--- config.mk ---
export PLATFORM = sky130hd
export DESIGN_NAME = clk_ctrl
export DESIGN_NICKNAME = d
export VERILOG_FILES = /design/src/rtl/clk_ctrl.sv
export SDC_FILE = /design/constraint.sdc
export NUM_CORES = 1
export LEC_CHECK = 0
export CAP_MARGIN = 20
export CORE_MARGIN = 8
export CORE_UTILIZATION = 43
export CTS_BUF_LIST = sky130_fd_sc_hd__clkbuf_4 sky130_fd_sc_hd__clkbuf_8
export CTS_CLUSTER_SIZE = 8
export DETAILED_ROUTE_END_ITERATION = 16
export GPL_TIMING_DRIVEN = 0
export PLACE_DENSITY_LB_ADDON = 0.12
export SLEW_MARGIN = 20
export SYNTH_ARGS = -nofsm -noshare
export SYNTH_HDL_FRONTEND = slang
export SYNTH_SLANG_ARGS = --single-unit
--- constraint.sdc ---
create_clock -name clk -period 2.8 [get_ports clk]
set_input_delay 0.56 -clock clk [delete_from_list [all_inputs] [get_ports clk]]
set_output_delay 0.56 -clock clk [all_outputs]
set_load 0.1 [all_outputs]
--- src/rtl/clk_ctrl.sv ---
// Core clock-enable controller: run / halt / N-step with a programmable divider.
// Build option: define CLK_CTRL_CYCLE_CNT_EN to implement the issued-enable counter `cycles`.
// When it is left undefined, `cycles` reads 0, no counter flops exist and CLR is a no-op.
module clk_ctrl #(
    parameter int unsigned CNT_W  = 64,
    parameter int unsigned STEP_W = 16,
    parameter int unsigned DIV_W  = 4
) (
    input  logic              clk,
    input  logic              reset,
    input  logic              cmd_valid,
    output logic              cmd_ready,
    input  logic [1:0]        cmd_op,
    input  logic [STEP_W-1:0] cmd_arg,
    input  logic [DIV_W-1:0]  div,
    input  logic              halt_req,
    output logic              core_ce,
    output logic [1:0]        state,
    output logic              done,
    output logic [CNT_W-1:0]  cycles
);

    typedef enum logic [1:0] {
        StHalted = 2'b00,
        StRun    = 2'b01,
        StStep   = 2'b10
    } state_e;

    localparam logic [1:0] OpHalt = 2'b00;
    localparam logic [1:0] OpRun  = 2'b01;
    localparam logic [1:0] OpStep = 2'b10;
    localparam logic [1:0] OpClr  = 2'b11;

    state_e             state_q;
    logic [DIV_W-1:0]   div_q;
    logic [DIV_W-1:0]   div_cnt_q;
    logic [STEP_W-1:0]  step_left_q;
    logic               done_q;
    logic               cmd_acc;

    // Handshake and enable are combinational from registered state; halt_req masks both at once.
    always_comb begin
        cmd_ready = (state_q != StStep) && !halt_req;
        cmd_acc   = cmd_valid && cmd_ready;
        core_ce   = (state_q != StHalted) && (div_cnt_q == div_q) && !halt_req;
    end

    assign state = state_q;
    assign done  = done_q;

    // Run/halt/step state machine with divider phase and remaining-step count.
    always_ff @(posedge clk) begin
        if (reset) begin
            state_q     <= StHalted;
            div_q       <= '0;
            div_cnt_q   <= '0;
            step_left_q <= '0;
            done_q      <= 1'b0;
        end else begin
            done_q <= 1'b0;
            // Free-running divider phase; held at 0 while halted.
            if (state_q != StHalted) begin
                div_cnt_q <= (div_cnt_q == div_q) ? '0 : div_cnt_q + DIV_W'(1);
            end else begin
                div_cnt_q <= '0;
            end

            if (halt_req) begin
                // Abort without a done pulse; leftover steps are discarded.
                state_q     <= StHalted;
                step_left_q <= '0;
                div_cnt_q   <= '0;
            end else begin
                unique case (state_q)
                    StHalted: begin
                        if (cmd_acc && cmd_op == OpRun) begin
                            div_q     <= div;
                            div_cnt_q <= '0;
                            state_q   <= StRun;
                        end else if (cmd_acc && cmd_op == OpStep) begin
                            if (cmd_arg != '0) begin
                                div_q       <= div;
                                div_cnt_q   <= '0;
                                step_left_q <= cmd_arg;
                                state_q     <= StStep;
                            end else begin
                                // Zero-length step completes immediately.
                                done_q <= 1'b1;
                            end
                        end
                    end
                    StRun: begin
                        if (cmd_acc && cmd_op == OpHalt) begin
                            state_q <= StHalted;
                        end else if (cmd_acc && cmd_op == OpRun) begin
                            div_q     <= div;
                            div_cnt_q <= '0;
                        end
                    end
                    StStep: begin
                        if (core_ce) begin
                            step_left_q <= step_left_q - STEP_W'(1);
                            if (step_left_q == STEP_W'(1)) begin
                                state_q <= StHalted;
                                done_q  <= 1'b1;
                            end
                        end
                    end
                    default: state_q <= StHalted;
                endcase
            end
        end
    end

`ifdef CLK_CTRL_CYCLE_CNT_EN
    logic [CNT_W-1:0] cycles_q;

    // Issued-enable counter; a CLR in the same cycle as an enable wins.
    always_ff @(posedge clk) begin
        if (reset) begin
            cycles_q <= '0;
        end else if (cmd_acc && cmd_op == OpClr) begin
            cycles_q <= '0;
        end else if (core_ce) begin
            cycles_q <= cycles_q + CNT_W'(1);
        end
    end

    assign cycles = cycles_q;
`else
    assign cycles = '0;
`endif

endmodule
==> impl_metrics.csv <==
group,metric,value,unit
grt,grt_max_degree,16,
sta,finalMaxSlewViolations,0,
final_layout,syn_to_final_growth,31.5,%
clock_tree,post_cts_resized,7,
final_layout,multiInputGateArea,1290,µm²
min_path,hold_start,"step_left_q[13]",
floorplan,start_util,0.446,
detailed_routing,antenna_left,0,
placement,port_buffers,28,
detailed_routing,top_layer_used,"met4",
clock_tree,cts_setup_buffers,0,
synthesis,avgSynthCellArea,7.74,µm²
critical_path,critPathArrivalTime,2120,ps
sta,min_period,2680,ps
min_path,holdPathStages,2,
floorplan,die_area,7440,µm²
outcome,status,"completed",
sta,fmax,372,MHz
min_path,holdPathEnd,"step_left_q[13]",
detailed_routing,first_pass_iters,4,
clock_tree,root_buffer,"clkbuf_8",
sta,hold_viol,0,
critical_path,startpoint,"state[1]",
final_layout,num-fill-cells,475,
grt,grt_pass1_vias,1898,
sta,slew_headroom,0.348,
critical_path,r2r_end,"step_left_q[13]",
sta,tns,0,ps
clock_tree,clock_latency,280,ps
floorplan,io-pin-count,95,
detailed_routing,m1WireLength,2190,µm
clock_tree,clockBufferDepth,2,
critical_path,cp-start-kind,"flop",
final_layout,drive_above_1_share,0.233,
power_and_ir_drop,ir_worst_vdd,232,µV
synthesis,yosysSeqAreaShare,0.255,
final_layout,diodes,0,
critical_path,cp.required,2240,ps
final_layout,nets,399,
detailed_routing,drtIter0Drc,179,
floorplan,die_w,86.2,µm
sta,final.setup.worst_slack,115,ps
sta,setup-violations-final,0,
detailed_routing,dr_wl_met3,674,µm
clock_tree,cts_made_buffers,3,
synthesis,ys_ff_latch,27,
detailed_routing,drc_errors,0,
final_layout,fin_util,0.587,
synthesis,yosysUniqueCellTypes,49,
sta,rsz0062_at_grt,"no",
sta,worstMarginPinSlew,975,ps
synthesis,synth_warnings,0,
clock_tree,holdBufCountCts,0,
critical_path,r2r_start,"step_left_q[2]",
detailed_routing,wl_per_cell,12.5,µm
critical_path,worstPathMaxFanout,10,
final_layout,final-seq-area,541,µm²
clock_tree,cts.htree.levels,1,
clock_tree,clk_pin_slew,90,ps
grt,grt_util_all_layers,0.144,
critical_path,rr_worst_depth,6,
clock_tree,clock-sinks,27,
power_and_ir_drop,power_density,432,nW/µm²
synthesis,synthCells,274,
synthesis,synthesis.area,2120,µm²
min_path,hold_class,"reg -> reg",
detailed_routing,via_per_inst,4.62,
placement,globalplace.congestion,0.856,
power_and_ir_drop,p_total,1210,µW
detailed_routing,wl_met2,2510,µm
critical_path,path_class,"reg -> out",
grt,antenna_found_initial,0,
detailed_routing,vias,2016,
sta,post-route-period-util,0.959,
power_and_ir_drop,p_leak,0.00128,µW
floorplan,num_rows,25,
placement,hpwl,4310,µm
detailed_routing,drt_wl_total,5460,µm
grt,grt_pass1_wl,8810,µm
grt,overflow,0,
job,maxCapViolCount,0,
clock_tree,cts_tree,"built",
sta,skew,5.38,ps
floorplan,die_y,86.2,µm
critical_path,worstSetupEndpointType,"output pin",
placement,pre_cts_ws,-343,ps
floorplan,core-area,4750,µm²
critical_path,rrSetupSlack,620,ps
-- critical path, cell delays in order (launching register included) --
cell,delay [ps]
dfxtp_1,460
nor2b_1,170
clkbuf_1,360
buf_2,340
nor2_4,40
clkdlybuf4s15_2,480
-- cells by family after synthesis --
group / share of synthesized area
adders and majority gates: 0.0177
DFF: 0.255
and+or+nand+nor: 0.225
xor gates and xnor gates: 0.0289
AOI/OAI and AO/OA: 0.188
other: 0.00177
buffers and inverters: 0.261
muxes: 0.0236
-- metal layers --
| layer | global-route usage | vias to the layer above |
|---|---|---|
| li1 | - | 1018 |
| met1 | 0.165 | 892 |
| met2 | 0.242 | 99 |
| met3 | 0.0463 | 7 |
| met4 | 0.0563 | 0 |
| met5 | 0 | - |
-- stage by stage --
step,cell area (µm²),std cells,hold WS (ps)
3_3_place_gp,2740,432,462
2_1_floorplan,2380,337,440
6_report,2790,436,474
5_1_grt,2790,436,506
3_5_place_dp,2740,432,462
4_1_cts,2800,436,476
-- cell usage after synthesis (all sizes together) --
master	n	area share
nand4	1	0.0030
o41ai	1	0.0041
o21ai	13	0.031
nand4b	1	0.0041
and2	1	0.0030
a211oi	2	0.0094
nor2	14	0.025
conb	1	0.0018
a22oi	3	0.011
a2bb2oi	1	0.0041
or3	3	0.0089
o32a	1	0.0047
dfxtp	27	0.25
buf	66	0.23
o31a	2	0.0089
nand3b	1	0.0035
a21oi	22	0.052
o211ai	3	0.011
mux2i	5	0.024
a221oi	1	0.0041
inv	4	0.0071
o32ai	3	0.012
xnor2	2	0.0083
nand3	2	0.0047
o2bb2ai	1	0.0041
a21o	1	0.0035
nor4b	1	0.0041
nand2	25	0.044
nor3	8	0.019
or4	3	0.014
a31o	2	0.0083
clkbuf	11	0.019
nor2b	2	0.0059
and4	1	0.0041
o31ai	4	0.017
ha	3	0.018
nand2b	11	0.032
nor4	9	0.029
nor3b	3	0.011
o21a	1	0.0035
or2	3	0.0089
xor2	5	0.021
-- flip-flops by register name, indices dropped and copies added (netlist names) --
| signal | cells |
|---|---|
| step_left_q | 16 |
| done | 1 |
| div_q | 4 |
| div_cnt_q | 4 |
| state | 2 |
-- how the worst max path moves through the flow --
stage / end / slack [ps] / cells after the start
after floorplan: core_ce / 90 / 2
after global placement: core_ce / -400 / 4
after detailed placement: core_ce / -340 / 4
after CTS: core_ce / 120 / 4
after global routing: cmd_ready / 60 / 5
final: cmd_ready / 120 / 5
-- layout by cell type (no fill, tap or decap), types with 2 or more instances in the layout --
cell type        instances
dfxtp_1                 27
or3_1                    3
nand3_1                  2
a22oi_1                  3
nor2b_1                  2
nor4_1                   7
nand2b_1                11
nor3_1                   8
clkdlybuf4s50_1         26
or2_2                    3
buf_4                   64
or4_4                    2
a31o_2                   2
nor2_1                  13
o211ai_1                 3
a21oi_1                 22
inv_1                    4
nand2_1                 25
nor4_2                   2
conb_1                  64
clkbuf_8                 3
ha_1                     3
xnor2_1                  2
o31ai_1                  3
o21ai_0                 13
mux2i_1                  5
xor2_1                   5
buf_2                    2
o32ai_1                  3
clkbuf_1                11
nor3b_1                  2
-- report_power, final --
group | switching (µW) | internal, µW | leakage [µW]
clock network | 133 | 100 | 0.0000255
logic | 457 | 123 | 0.00104
registers | 4.12 | 388 | 0.000218
-- final cells by class --
type	count	area share
clock inverter	1	0.00179
sequential	27	0.194
timing repair buffer	28	0.0991
tap	67	0.0301
inverter	4	0.00538
buffer	77	0.193
multi-input combinational	229	0.462
clock buffer	3	0.0148
Power figures use the tool's default switching activity.
